`config.mk`:
```
export PLATFORM = sky130hd
export DESIGN_NAME = tt_sweep_capture_flat
export DESIGN_NICKNAME = d
export VERILOG_FILES = /design/src/rtl/tt_sweep_capture_if.sv /design/src/rtl/tt_sweep_capture.sv /design/src/flat_wrapper.sv
export SDC_FILE = /design/constraint.sdc
export NUM_CORES = 1
export LEC_CHECK = 0
export ABC_AREA = 1
export BUFFER_PORTS_ARGS = -buffer_cell sky130_fd_sc_hd__buf_2
export CAP_MARGIN = 40
export CORE_ASPECT_RATIO = 1.2
export CORE_UTILIZATION = 48
export CTS_CLUSTER_DIAMETER = 150
export DETAILED_ROUTE_END_ITERATION = 16
export PLACE_DENSITY = 0.74
export SLEW_MARGIN = 20
export SYNTH_ARGS = -nofsm -noshare
export SYNTH_HDL_FRONTEND = slang
export SYNTH_SLANG_ARGS = --single-unit
```
`constraint.sdc`:
```
create_clock -name clk -period 1.3 [get_ports clk]
set_input_delay 0.13 -clock clk [delete_from_list [all_inputs] [get_ports clk]]
set_output_delay 0.13 -clock clk [all_outputs]
set_load 0.03 [all_outputs]
```
`src/rtl/tt_sweep_capture_if.sv`:
```
// Handshake/bus bundle for tt_sweep_capture; the DUT connects through the master modport.
// Signals exp_tt/mismatch exist only when TT_CHECK_EN is defined.
interface tt_sweep_capture_if #(
    parameter int unsigned N_IN = 4
);
    localparam int unsigned TT_W = 2 ** N_IN;

    logic            start;
    logic            busy;
    logic [N_IN-1:0] x;
    logic            y0;
    logic [TT_W-1:0] tt;
    logic            tt_valid;
    logic            tt_ready;
`ifdef TT_CHECK_EN
    logic [TT_W-1:0] exp_tt;
    logic            mismatch;

    modport master (
        input  start, y0, tt_ready, exp_tt,
        output busy, x, tt, tt_valid, mismatch
    );
    modport slave (
        output start, y0, tt_ready, exp_tt,
        input  busy, x, tt, tt_valid, mismatch
    );
`else
    modport master (
        input  start, y0, tt_ready,
        output busy, x, tt, tt_valid
    );
    modport slave (
        output start, y0, tt_ready,
        input  busy, x, tt, tt_valid
    );
`endif
endinterface

```
`src/rtl/tt_sweep_capture.sv`:
```
// Exhaustive input sweep of an N_IN-input cone with truth-table capture and valid/ready output.
// Optional feature macro TT_CHECK_EN adds a registered compare against an expected table.
module tt_sweep_capture #(
    parameter int unsigned N_IN = 4,
    parameter int unsigned LAT  = 0
) (
    input  logic               clk,
    input  logic               rst,
    tt_sweep_capture_if.master bus
);
    localparam int unsigned TT_W = 2 ** N_IN;
    localparam int unsigned PD   = (LAT > 0) ? LAT : 1;
    localparam logic [2:0]  DRAIN_LAST = 3'(LAT - 1);

    typedef enum logic [1:0] {IDLE, DRIVE, DRAIN, DONE} state_e;

    state_e          state_q, state_d;
    logic [N_IN-1:0] x_q, x_d;
    logic [TT_W-1:0] tt_q, tt_d;
    logic [2:0]      drain_q, drain_d;
    logic [PD-1:0]   pv_q;
    logic [N_IN-1:0] pidx_q [PD];
    logic            cap_v;
    logic [N_IN-1:0] cap_idx;
`ifdef TT_CHECK_EN
    logic [TT_W-1:0] exp_q, exp_d;
    logic            mis_q, mis_d;
`endif

    // The capture point is the tail of the LAT-deep pipe, or the driven vector itself when LAT=0.
    always_comb begin
        if (LAT == 0) begin
            cap_v   = (state_q == DRIVE);
            cap_idx = x_q;
        end else begin
            cap_v   = pv_q[PD-1];
            cap_idx = pidx_q[PD-1];
        end
    end

    always_comb begin
        state_d = state_q;
        x_d     = x_q;
        tt_d    = tt_q;
        drain_d = drain_q;
`ifdef TT_CHECK_EN
        exp_d   = exp_q;
        mis_d   = mis_q;
`endif
        if (cap_v) tt_d[cap_idx] = bus.y0;
        case (state_q)
            IDLE: begin
                if (bus.start) begin
                    state_d = DRIVE;
                    x_d     = '0;
                    tt_d    = '0;
`ifdef TT_CHECK_EN
                    exp_d   = bus.exp_tt;
`endif
                end
            end
            DRIVE: begin
                if (x_q == '1) begin
                    x_d     = '0;
                    drain_d = '0;
                    if (LAT == 0) state_d = DONE;
                    else          state_d = DRAIN;
                end else begin
                    x_d = x_q + 1'b1;
                end
            end
            DRAIN: begin
                if (drain_q == DRAIN_LAST) state_d = DONE;
                else                       drain_d = drain_q + 3'd1;
            end
            DONE: begin
                if (bus.tt_ready) begin
                    state_d = IDLE;
`ifdef TT_CHECK_EN
                    mis_d   = 1'b0;
`endif
                end
            end
            default: state_d = IDLE;
        endcase
`ifdef TT_CHECK_EN
        if (state_d == DONE && state_q != DONE) mis_d = (tt_d != exp_q);
`endif
    end

    always_ff @(posedge clk) begin
        if (rst) begin
            state_q <= IDLE;
            x_q     <= '0;
            tt_q    <= '0;
            drain_q <= '0;
`ifdef TT_CHECK_EN
            exp_q   <= '0;
            mis_q   <= 1'b0;
`endif
        end else begin
            state_q <= state_d;
            x_q     <= x_d;
            tt_q    <= tt_d;
            drain_q <= drain_d;
`ifdef TT_CHECK_EN
            exp_q   <= exp_d;
            mis_q   <= mis_d;
`endif
        end
    end

    always_ff @(posedge clk) begin
        if (rst) begin
            pv_q <= '0;
            for (int unsigned k = 0; k < PD; k++) pidx_q[k] <= '0;
        end else begin
            for (int unsigned k = PD - 1; k > 0; k--) begin
                pv_q[k]   <= pv_q[k-1];
                pidx_q[k] <= pidx_q[k-1];
            end
            pv_q[0]   <= (state_q == DRIVE);
            pidx_q[0] <= x_q;
        end
    end

    assign bus.x        = x_q;
    assign bus.busy     = (state_q == DRIVE) || (state_q == DRAIN);
    assign bus.tt       = tt_q;
    assign bus.tt_valid = (state_q == DONE);
`ifdef TT_CHECK_EN
    assign bus.mismatch = mis_q;
`endif
endmodule
```
`src/flat_wrapper.sv`:
```
// flat-port wrapper written by rule: the top's interface ports become plain ports
module tt_sweep_capture_flat 
#(
    parameter int unsigned N_IN = 4,
    parameter int unsigned LAT  = 0
)
  (clk, rst, bus_start, bus_y0, bus_tt_ready, bus_busy, bus_x, bus_tt, bus_tt_valid);
  tt_sweep_capture_if #(.N_IN(N_IN)) bus_i ();
  input  logic clk;
  input  logic rst;
  input wire logic [$bits(bus_i.start)-1:0] bus_start;
  input wire logic [$bits(bus_i.y0)-1:0] bus_y0;
  input wire logic [$bits(bus_i.tt_ready)-1:0] bus_tt_ready;
  output wire logic [$bits(bus_i.busy)-1:0] bus_busy;
  output wire logic [$bits(bus_i.x)-1:0] bus_x;
  output wire logic [$bits(bus_i.tt)-1:0] bus_tt;
  output wire logic [$bits(bus_i.tt_valid)-1:0] bus_tt_valid;
  assign bus_i.start = bus_start;
  assign bus_i.y0 = bus_y0;
  assign bus_i.tt_ready = bus_tt_ready;
  assign bus_busy = bus_i.busy;
  assign bus_x = bus_i.x;
  assign bus_tt = bus_i.tt;
  assign bus_tt_valid = bus_i.tt_valid;
  tt_sweep_capture #(.N_IN(N_IN), .LAT(LAT)) u_core (.clk(clk), .rst(rst), .bus(bus_i));
endmodule
```
Word level (Yosys, flattened, before mapping)
Cells that the tools add are included.
{"block": "classes", "addsub": 2, "magnitude_cmp": 2, "eq_ne": 10, "n_mux": 17, "n_reduce_logical": 8}
{"operator": "$mux 16", "count": 3}
{"operator": "$bwmux 16", "count": 1}
{"operator": "$mux 2", "count": 4}
{"operator": "$mux 4", "count": 2}
{"operator": "$ne 2x2->1 const B", "count": 4}
{"operator": "$pmux 2 s4", "count": 1}
{"operator": "$pmux 4 s2", "count": 1}
{"operator": "$mux 3", "count": 2}
{"operator": "$pmux 3 s2", "count": 1}
{"operator": "$lt 4x5->1 const B", "count": 1}
{"operator": "$add 4x1->4 const B", "count": 1}
{"operator": "$demux 1 s4", "count": 1}
{"operator": "$eq 2x2->1 const B", "count": 2}
{"operator": "$eq 4x4->1 const B", "count": 1}
{"operator": "$ge 4x1->1 const B", "count": 1}
{"operator": "$reduce_and 4->1", "count": 1}
{"operator": "$reduce_bool 2->1", "count": 2}
{"operator": "$add 3x1->3 const B", "count": 1}
{"operator": "$eq 3x3->1 const B", "count": 1}
{"operator": "$reduce_and 3->1", "count": 1}
{"operator": "$eq 2x1->1 const B", "count": 1}
{"operator": "$logic_not 2->1", "count": 1}
{"operator": "$ne 2x1->1 const B", "count": 1}
{"operator": "$reduce_and 2->1", "count": 1}
{"operator": "other kinds (3)", "count": 3}
{"block": "totals", "register_bits": 25, "input_bits": 5}

Depth between registers and ports, before layout
Gate-level depths: netlist (run 1).
{"block": "logic_depth", "ltp_word": 8, "mapped_depth": 9}

Least setup slack after synthesis (run 1)
OpenSTA, ideal clock, no wires.
{"block": "synth_path", "path_kind": "register -> register", "startpoint": "register u_core.state_q[0]", "endpoint": "register u_core.drain_q[0]", "setup_ps": 114, "arrival_ps": 1460, "required_ps": 1186, "path_slack_ps": -274, "path_stages_with_launch": 8, "path_buffers": 0, "synth_period_minus_slack_ps": 1574, "path_cell_list": "dfxtp_1 -> inv_1 -> ha_1 -> inv_1 -> a21oi_1 -> nand2_1 -> a21oi_1 -> nor2_1"}
{"block": "synth_via", "elab_chain_len": 3, "word_cells_on_any_way": 7, "classes_between": "eq/ne (4); mux (1); reduce/logical (2)"}
{"item": "start: declaration", "line_no": "tt_sweep_capture.sv:17", "text": "state_e state_q, state_d;"}
{"item": "start signal: assignment", "line_no": "tt_sweep_capture.sv:102", "text": "state_q <= state_d;"}
{"item": "$eq 2x1->1 / $eq 2x2->1 (equally long branches)"}
{"item": "$ne 2x2->1 (no line) / $reduce_bool 2->1 (equally long branches)"}
{"item": "$reduce_and 3->1 (no line)"}
{"item": "end signal: assignment", "line_no": "tt_sweep_capture.sv:105", "text": "drain_q <= drain_d;"}
{"item": "end: declaration", "line_no": "tt_sweep_capture.sv:20", "text": "logic [2:0] drain_q, drain_d;"}
Several ways; a longest one is shown, not always the timed one.
A chain may end at the register's enable or synchronous reset.

Worst setup path after layout (run 1)
{"block": "layout_path", "startpoint": "register u_core.state_q[0]", "endpoint": "output port bus_busy"}
{"block": "layout_via", "elab_chain_len": 2, "word_cells_on_any_way": 3, "classes_between": "eq/ne (2); reduce/logical (1)"}
{"item": "$eq 2x1->1 / $eq 2x2->1 (equally long branches)"}
{"item": "$logic_or 1x1->1 (*)", "line_no": "tt_sweep_capture.sv:128", "text": "assign bus.busy = (state_q == DRIVE) || (state_q == DRAIN);"}
{"item": "end: declaration", "line_no": "flat_wrapper.sv:14", "text": "output wire logic [$bits(bus_i.busy)-1:0] bus_busy;"}
Every way passes the cells marked *; elsewhere a longest branch is shown, timed or not.

==> results of run 1 <==
-- power groups by stage --
stage                     combinational, mW  sequential, mW  clock, mW
after detailed placement               1.22           0.927          0
after global routing                   2.06           0.970      0.383
after CTS                              1.35           0.918      0.353
after global placement                 1.17           0.920          0
final                                  1.90           0.958      0.344
after floorplan                       0.906           0.966          0
-- final cells by class --
class / count / share of cell area (%)
Sequential cell: 25 / 29.1
Clock buffer: 4 / 1.47
Tap cell: 33 / 2.32
Timing Repair Buffer: 37 / 12.8
Multi-Input combinational cell: 128 / 48.9
Inverter: 22 / 5.41
-- synthesized netlist by cell type --
| master | count | area share (%) |
|---|---|---|
| a21oi_1 | 19 | 7.5 |
| buf_1 | 1 | 0.30 |
| buf_2 | 4 | 1.6 |
| dfxtp_1 | 25 | 39 |
| ha_1 | 10 | 9.9 |
| inv_1 | 21 | 6.2 |
| inv_2 | 1 | 0.30 |
| nand2_1 | 31 | 9.2 |
| nand2_2 | 1 | 0.49 |
| nand3_1 | 9 | 3.6 |
| nand4_1 | 1 | 0.49 |
| nor2_1 | 23 | 6.8 |
| nor2_2 | 3 | 1.5 |
| nor3_1 | 28 | 11 |
| o21ai_0 | 1 | 0.39 |
| o21ai_2 | 1 | 0.69 |
| xor2_1 | 1 | 0.69 |
-- worst paths after layout --
check	end	cells past startpoint	slack [ns]	startpoint
min reg2reg	u_core.bus.tt[13]	2	0.51	u_core.bus.tt[13]
min	u_core.bus.tt[1]	3	0.24	bus_y0
max	bus_busy	3	-0.01	u_core.state_q[0]
max reg2reg	u_core.drain_q[1]	7	0.01	u_core.state_q[1]
-- per-stage QoR --
step	utilization [%]	cell area (µm²)	setup TNS [ns]	setup WS (ns)	hold slack [ns]
final	70.5	1780	-0.0118	-0.0118	0.236
after global routing	70.5	1780	-0.338	-0.0575	0.245
after CTS	61.6	1560	-0.0558	-0.0263	0.225
after detailed placement	58.3	1470	-0.202	-0.0847	0.330
after global placement	58.3	1470	0	0.0000500	0.328
after floorplan	-	1290	-0.0213	-0.0213	0.192
-- state kept, by name, summed over array words and instances (netlist names) --
register and cells:
u_core.drain_q 3, u_core.bus.tt 16, u_core.bus.x 4, u_core.state_q 2
-- worst max-delay path: cells and delay by family, from the launching register on --
family | cells | cell delay, ns
flops | 1 | 0.40
buf+inv | 2 | 0.19
fa+ha+maj | 1 | 0.27
-- layer usage --
layer	vias to the layer above	track usage, %	wire length [µm]
li1	655	-	-
met1	602	21.6	1290
met2	30	45.8	1810
met3	8	3.88	92
met4	0	9.66	64
met5	-	0	0
-- what timing repair did --
action,in CTS,in global routing
gates cloned,0,0
hold buffers,1,0
endpoints found under the hold margin,3,0
pin swaps,3,17
buffers inserted,0,5
gates resized for setup,14,52
setup endpoints to repair,17,27
-- cells by family (layout without fill, tap and decap cells) --
kind of cell    count (synthesis)  count (layout)
buf+inv                        27              63
fa+ha+maj                      10              10
simple gates                   96              96
compound gates                 21              21
xor+xnor                        1               1
flops                          25              25
==> reports/results.ini, run 1 <==
[sta]
finalSetupViolations=1
finalHoldViolations=0
clock_skew_ns=0.00247
setup_slack_ns=-0.0118
fin_crit_sh_pct=101
period_minus_slack_ns=1.31
relSlewSlack_pct=75.0
clock.fmax_mhz=762
slew_viol_final=0
worst_slew_pin_slew_ns=0.374
rsz0062_at_grt=true

[finish]
fillers=213
most-common-layout-cells=nor3_1 (27), nand2_1 (24), buf_2 (24)
final_cell_count_no_fill=249
drive_gt1_share_pct=42.6
final_common_cell=nor3_1
seq_area_um2=518
diodes=0
syn_to_final_growth_pct=40.4
nNetsFinal=232
multi_input_area_um2=872

[synth]
yosys.area_share.simple_pct=33.0
netlist_instances=180
synthAdderAreaFrac_pct=9.86
synthMuxAreaShare_pct=0
synth_top_family_by_area=simple AND/OR/NAND/NOR gates
synth-compound-area-share_pct=8.58
ys_ff_latch=25
avgSynthCellArea_um2=7.05
synth_area_mm2=0.00127
synthXorXnorAreaFrac_pct=0.690
ys_types=17
yosys_warnings=0
synth_nets=195
yosysSeqAreaShare_pct=39.4

[power]
p_seq_share_pct=29.9
power_mw=3.21
intPower_mw=1.79
swShare_pct=44.2
ir_worst_vdd_mv=1.86
clockPowerShare_pct=10.7
power.density_mw_per_mm2=1800
power_switching_mw=1.42
leakagePower_nw=0.758
combPwrFrac_pct=59.4

[die]
num_rows=20
die_w_um=48.9
initial_core_util_pct=50.2
io_pins=27
core_area_mm2=0.00253
die_y_um=58.3
dieArea_mm2=0.00285

[critical_path]
criticalPathCategory=flip-flop to output pin
critPathMaxFanout=3
worstPathCellList=inv_4 > ha_4 > buf_4
critPathArrivalTime_ns=1.18
required_ns=1.17
slowest_delay_ns=0.40
startpoint_type=flip-flop
critical_path.slowest_cell=dfxtp_4
endpoint_kind=output pin

[route]
vias_per_cell=5.20
wl_per_cell_um=13.1
drtAntennaViolNets=0
routed_wirelength_mm=3.25
drt_first_pass_iters=4
drc=0
drt_iter0_drc=36
vias=1295

[cts]
clockBufferDepth=2
numCtsBuffers=3
clk_latency_ns=0.31
root_buffer=clkbuf_4
clock-sinks=25
clk_pin_slew_worst_paths_ns=0.13
h-tree-depth=1
cts_tree=yes

[placed_design]
placed_cells=239
globalplace.congestion=0.813
hpwlAfterDp_mm=2.22
io_buffers=26

[global_route]
track_usage_pct=22.4
grt_overflow=0
grt_pass1_wl_mm=4.97
grt_start_max_net_pins=17
grt_antenna_before_repair=0
grt_pass1_vias=1196

[status]
failed_checks=negative setup slack
outcome=finished, violations left

[hold_path]
hold_path.class=input pin to flip-flop

[job]
cap_violations=0

No activity file was read; power rests on OpenSTA's default activity.
==> inputs of run 2 (changes only) <==
SETUP_SLACK_MARGIN = 0.4   (was default)
==> run 2 against run 1 <==
  * The run still ends with negative setup slack left
  * Global-route usage up 10 points
  * Setup slack worse by 0.19 ns
  * Largest cell class unchanged
  * Clock-buffer cell count unchanged
  * Wire length up 85%
  * Clock power up 9.0%
  * Combinational power up 20%
  * First-iteration DRC count rose to 3.6 times the previous value
  * Register-to-register slack worse by 0.21 ns
  * Worst hold slack worse by 0.0029 ns
  * Maximum frequency down 13%
  * Sequential cell count unchanged
==> reports/results.ini, run 2 (synthesized netlist as in run 1, its figures left out) <==
[power]
leakagePower_nw=0.925  ; +22%
power.density_mw_per_mm2=1540  ; -14%
ir_worst_vdd_mv=1.68  ; -9.8%

[sta]
slew_viol_final=0  ; unchanged
clock_skew_ns=0.00550  ; +0.00303 ns
worst_slew_pin_slew_ns=0.547  ; +0.173 ns
period_minus_slack_ns=1.50  ; +0.190 ns
clock.fmax_mhz=666  ; -13%
rsz0062_at_grt=true
relSlewSlack_pct=63.4  ; -12 points
fin_crit_sh_pct=116  ; +15 points
finalHoldViolations=0  ; unchanged
setup_tns_ns=-1.86  ; -1.84 ns
finalSetupViolations=25  ; +24
setup_slack_ns=-0.202  ; -0.190 ns

[job]
cap_violations=0  ; unchanged

[global_route]
track_usage_pct=32.6  ; +10 points
grt_antenna_before_repair=0  ; unchanged
grt_overflow=0  ; unchanged
grt_pass1_wl_mm=6.96  ; +40%
grt_start_max_net_pins=17  ; unchanged
grt_pass1_vias=1461  ; +22%

[finish]
most-common-layout-cells=buf_6 (25), buf_4 (22), dfxtp_2 (18)
syn_to_final_growth_pct=85.5
fillers=82  ; -62%
drive_gt1_share_pct=68.2  ; +26 points
diodes=0  ; unchanged
nNetsFinal=249  ; +7.3%
final_common_cell=buf_6
largest_reg_flops=16  ; unchanged
final_cell_count_no_fill=266  ; +6.8%

[route]
drc=0  ; unchanged
vias=1641  ; +27%
drtAntennaViolNets=0  ; unchanged
drt_iter0_drc=131  ; +260%
drt_first_pass_iters=5  ; +1
routed_wirelength_mm=6.01  ; +85%
wl_per_cell_um=22.6  ; +73%
vias_per_cell=6.17  ; +19%

[critical_path]
critPathArrivalTime_ns=1.74  ; +0.56 ns
required_ns=1.53  ; +0.36 ns
endpoint_kind=flip-flop
criticalPathCategory=flip-flop to flip-flop
rr_endpoint=u_core.bus.tt[3]
r2r_slack_ns=-0.20  ; -0.21 ns
startpoint_type=flip-flop
ff2ff_path_depth=9  ; +2
critPathLaunch=u_core.state_q[1]
crit-reg2reg-launch=u_core.state_q[1]
critPathMaxFanout=6  ; +3
worstSetupEndpoint=u_core.bus.tt[3]

[cts]
cts_tree=yes
clk_pin_slew_worst_paths_ns=0.15  ; +0.02 ns
numCtsBuffers=3  ; unchanged
root_buffer=clkbuf_4
h-tree-depth=1  ; unchanged
clk_latency_ns=0.33  ; +0.02 ns
clockBufferDepth=2  ; unchanged
clock-sinks=25  ; unchanged

[die]
die_y_um=58.3  ; unchanged
num_rows=20  ; unchanged
core_area_mm2=0.00253  ; unchanged
dieArea_mm2=0.00285  ; unchanged
io_pins=27  ; unchanged
initial_core_util_pct=50.2  ; unchanged
die_w_um=48.9  ; unchanged

[placed_design]
placed_cells=240  ; +0.42%
hpwlAfterDp_mm=2.31  ; +4.2%
globalplace.congestion=0.877  ; +7.8%
io_buffers=26  ; unchanged
pre_cts_slack_ns=-0.0794  ; +0.00530 ns

[status]
outcome=finished, violations left
failed_checks=negative setup slack

[hold_path]
hold_path.class=input pin to flip-flop
hp-start=bus_start

## run 2: cell count changes in the layout (fill, tap and decap cells not counted), moves of 5 or more
cell | previous run | this run
buf_6 | 2 | 25
buf_2 | 24 | 4
nor3_1 | 27 | 9
dfxtp_1 | 17 | 1
nor3_2 | 1 | 16
dfxtp_2 | 5 | 18
buf_4 | 10 | 22
a21oi_1 | 14 | 7
nand2_1 | 24 | 17
a21oi_2 | 4 | 9
## run 2: where the power goes
part / leakage (nW) / switching, mW / internal (mW) / total, mW
Sequential: 0.216 / 0.102 / 0.861 / 0.963
Combinational: 0.694 / 1.38 / 0.903 / 2.28
Clock: 0.0150 / 0.255 / 0.121 / 0.375
Total: 0.925 / 1.74 / 1.89 / 3.62
## run 2: final cells by class
type | count | area, µm² | share of cell area [%]
multi-input cells | 129 | 1130 | 48.2
inverters | 22 | 110 | 4.68
well taps | 33 | 41.3 | 1.75
clock buffers | 4 | 26.3 | 1.12
repair buffers | 53 | 497 | 21.1
flip-flops and latches | 25 | 546 | 23.2
## run 2: worst min path at each step
stage                   endpoint  slack [ns]  depth (start not counted)
2_1_floorplan    u_core.bus.x[0]        0.19                          1
3_3_place_gp     u_core.bus.x[0]        0.33                          2
3_5_place_dp     u_core.bus.x[1]        0.34                          2
4_1_cts        u_core.bus.tt[10]        0.21                          4
5_1_grt        u_core.bus.tt[10]        0.24                          4
6_report        u_core.bus.tt[6]        0.23                          4
## run 2: what timing repair did
| action | CTS | global route |
|---|---|---|
| gates resized for setup | 145 | 33 |
| hold buffers | 1 | 0 |
| pin swaps | 33 | 14 |
| setup buffers | 10 | 10 |
| hold endpoints to repair | 3 | 0 |
| cloned | 1 | 0 |
| setup endpoints to repair | 47 | 47 |
## run 2: metal layers
metal / vias to the layer above / part of all wire (%) / GRT usage, %
li1: 697 / - / -
met1: 766 / 35 / 32.1
met2: 127 / 51 / 62.9
met3: 51 / 7.2 / 4.13
met4: 0 / 7.6 / 23.1
met5: - / 0 / 0
## run 2: critical path, stage by stage (launching register included)
cell     delay [ns]
dfxtp_2        0.37
inv_2          0.05
buf_4          0.13
ha_4           0.16
buf_12         0.16
nand2_8        0.10
inv_6          0.05
nand2_2        0.06
nor2_1         0.05
nor3_1         0.26
## run 2: metrics by stage
stage	util, %	hold WS, ns	total power, mW	area (µm²)
finish	93.1	0.233	3.62	2350
global route	93.1	0.238	3.76	2350
CTS	84.0	0.208	3.31	2120
detailed placement	60.0	0.336	2.26	1520
global placement	60.0	0.327	2.19	1520
floorplan	-	0.189	1.98	1340
==> inputs of run 3 (changes only) <==
PLACE_DENSITY = 0.72   (was 0.74)
==> run 3 against run 2 <==
  * The flow now stops in 5_1_grt
  * Synthesized cell count did not move
  * Area after synthesis did not move
==> reports/results.ini, run 3 <==
[status]
outcome=aborted with a tool error
haltStage=5_1_grt
error_line=[ERROR GRT-0232] Routing congestion too high. Check the congestion heatmap in the GUI.

[placed_design]
placed_area_mm2=0.00152  ; unchanged
io_buffers=26  ; unchanged
hpwlAfterDp_mm=2.25  ; -2.6%
pre_cts_slack_ns=-0.0850  ; -0.00558 ns
globalplace.congestion=0.841  ; -4.1%

[synth]
synth_edf_count=0  ; unchanged
synthTopCellsByArea=dfxtp_1 (39%), nor3_1 (11%), ha_1 (9.9%), nand2_1 (9.2%), a21oi_1 (7.5%)
ys_types=17  ; unchanged
synth_area_mm2=0.00127  ; unchanged
synth.most_common_cell=nand2_1
synthTopCellsByCount=nand2_1 (31), nor3_1 (28), dfxtp_1 (25)
synth_nets=195  ; unchanged
yosysSeqAreaShare_pct=39.4  ; unchanged
avgSynthCellArea_um2=7.05  ; unchanged
netlist_instances=180  ; unchanged
synth_ff_type=dfxtp_1
synth.largest_area_cell=dfxtp_1
async_reset_ff_share_pct=0  ; unchanged
yosys_warnings=0  ; unchanged
synth_top_area_share_pct=39.4  ; unchanged
ys_ff_latch=25  ; unchanged

[cts]
clockBufferDepth=2  ; unchanged
clock-sinks=25  ; unchanged
numCtsBuffers=3  ; unchanged
root_buffer=clkbuf_4
h-tree-depth=1  ; unchanged

[die]
initial_core_util_pct=50.2  ; unchanged
io_pins=27  ; unchanged
die_y_um=58.3  ; unchanged
num_rows=20  ; unchanged
die_w_um=48.9  ; unchanged

[global_route]
track_usage_pct=77.0
grt_overflow=117
grt_start_max_net_pins=17

[sta]
endpoint_type=register data pin
grt-worst-endpoint=u_core.drain_q[1]$_SDFFE_PP0P_/D

## run 3: cell counts after synthesis
No cell type changed its count.
## run 3: per-stage QoR
stage | hold WS, ns | cells
after floorplan | 0.189 | 180
after global placement | 0.326 | 240
after detailed placement | 0.327 | 240
after CTS | 0.201 | 263
## run 3: repair_timing
item	in CTS
hold buffers	1
resized for setup	129
pin swaps	39
cloned	1
setup endpoints to repair	47
setup buffers	17
hold endpoints to repair	3
## run 3: metal layers
metal | global-route usage, % | GRT overflow
met1 | 79.2 | 0
met2 | 114 | 98
met3 | 31.8 | 0
met4 | 83.6 | 19
met5 | 0 | 0
## run 3: logic make-up after synthesis
| kind of cell | after synthesis | share of synthesized area, % |
|---|---|---|
| AO/OA/AOI/OAI | 21 | 8.58 |
| adder cells (fa/ha/maj) | 10 | 9.86 |
| buffers and inverters | 27 | 8.38 |
| XOR/XNOR | 1 | 0.690 |
| flip-flops | 25 | 39.4 |
| AND/OR/NAND/NOR | 96 | 33.0 |
==> inputs of run 4 (changes only) <==
CORE_ASPECT_RATIO = default   (was 1.2)
CORE_UTILIZATION = 35   (was 48)
CTS_CLUSTER_DIAMETER = default   (was 150)
PLACE_DENSITY = default   (was 0.72)
PLACE_DENSITY_LB_ADDON = 0.15   (was default)
SETUP_SLACK_MARGIN = default   (was 0.4)
clock period = 1.7 ns   (was 1.3 ns; I/O delays follow)
==> run 4 against run 3 <==
  * The run now ends clean
==> reports/results.ini, run 4 (synthesized netlist as in run 1, its figures left out) <==
[placed_design]
pre_cts_slack_ns=0.173  ; +0.258 ns
io_buffers=26  ; unchanged
globalplace.congestion=0.811  ; -3.5%
hpwlAfterDp_mm=2.09  ; -7.2%
placed_cells=248  ; +3.3%

[finish]
largest_reg_flops=16
syn_to_final_growth_pct=16.8
nNetsFinal=223
drive_gt1_share_pct=17.9
final_core_util_pct=43.4
most-common-layout-cells=nand2_1 (31), nor3_1 (28), buf_2 (26)
final_common_cell=nand2_1
diodes=0
final_cell_count_no_fill=253

[cts]
post-cts-setup-buffers=0  ; -17
h-tree-depth=1  ; unchanged
clock-sinks=25  ; unchanged
cts_tree=yes
root_buffer=clkbuf_4
clockBufferDepth=2  ; unchanged
numCtsBuffers=3  ; unchanged
clk_latency_ns=0.33
clk_pin_slew_worst_paths_ns=0.15

[critical_path]
startpoint_type=flip-flop
slowest_delay_ns=0.41
critPathMaxFanout=5
critical_path.slowest_cell=dfxtp_1
endpoint_kind=flip-flop
worstPathCellList=inv_1 > ha_1 > inv_1 > a21oi_1 > nand2_1 > a21oi_1 > nor2_1
critPathArrivalTime_ns=1.76
required_ns=1.94
criticalPathCategory=flip-flop to flip-flop

[sta]
finalSetupViolations=0
relSlewSlack_pct=64.5
period_minus_slack_ns=1.52
clock.fmax_mhz=659
rsz0062_at_grt=false
fin_crit_sh_pct=89.2
slew_viol_final=0
setup_tns_ns=0
setup_slack_ns=0.183
clock_skew_ns=0.00980
worst_slew_pin_slew_ns=0.531
finalHoldViolations=0

[die]
num_rows=21  ; +5.0%
die_y_um=62.2  ; +6.7%
dieArea_mm2=0.00387
io_pins=27  ; unchanged
core_area_mm2=0.00342
initial_core_util_pct=37.1  ; -13 points
die_w_um=62.2  ; +27%

[hold_path]
hold_path.class=input pin to flip-flop

[route]
drtAntennaViolNets=0
vias=1211
drt_iter0_drc=34
drt_first_pass_iters=4
drc=0
wl_per_cell_um=10.9
routed_wirelength_mm=2.75
vias_per_cell=4.79

[global_route]
use_met2_pct=22.4
globalRouteMet3Util_pct=2.57
grt_antenna_before_repair=0
grt_start_max_net_pins=17
track_usage_pct=14.4
met1_usage_pct=19.9
grt_overflow=0
grt_pass1_wl_mm=4.51
grt-busiest-layer=met2
grt_pass1_vias=1039

[status]
outcome=finished clean

[job]
cap_violations=0

[power]
power.density_mw_per_mm2=1220
ir_worst_vdd_mv=0.586
leakagePower_nw=0.692

-- run 4: final cells by class --
class / instances / area (µm²)
fill: 382 / 1930
multi-input combinational: 128 / 662
sequential: 25 / 500
timing repair buffer: 28 / 148
inverter: 22 / 82.6
tap: 46 / 57.6
clock buffer: 3 / 22.5
clock inverter: 1 / 8.76
-- run 4: worst paths after layout --
check | from | to | slack (ns) | depth (start not counted)
hold reg to reg | u_core.bus.tt[12] | u_core.bus.tt[12] | 0.51 | 2
setup reg to reg | u_core.state_q[0] | u_core.drain_q[0] | 0.18 | 7
setup / recovery | u_core.state_q[0] | u_core.drain_q[0] | 0.18 | 7
hold / removal | bus_start | u_core.bus.x[1] | 0.24 | 5
-- run 4: timing repair --
item / in CTS / in global routing
resized for setup: 0 / 0
endpoints found under the hold margin: 0 / 2
endpoints found under the setup margin: 0 / 0
hold buffers: 0 / 1
-- run 4: worst max-delay path: cells and delay by family (launching register included) --
| family | cells | cell delay (ns) |
|---|---|---|
| AOI/OAI and AO/OA | 2 | 0.43 |
| adders and majority gates | 1 | 0.30 |
| buffers and inverters | 2 | 0.14 |
| DFF | 1 | 0.41 |
| and+or+nand+nor | 2 | 0.17 |
-- run 4: power by group --
part | internal (mW) | switching, mW
clock network | 0.0960 | 0.204
logic | 0.259 | 0.552
registers | 0.647 | 0.0496
total | 1.00 | 0.805
-- run 4: layer usage --
layer	vias to the layer above	wire length (µm)
met1	557	1410
li1	636	-
met5	-	0
met2	16	1240
met4	0	20
met3	2	74
-- run 4: per-stage QoR --
step | total power, mW | hold slack (ns) | area, µm²
final | 1.81 | 0.237 | 1480
after global routing | 1.97 | 0.215 | 1480
after CTS | 1.82 | 0.00115 | 1470
after detailed placement | 1.53 | 0.376 | 1440
after global placement | 1.50 | 0.371 | 1440
after floorplan | 1.36 | 0.239 | 1270
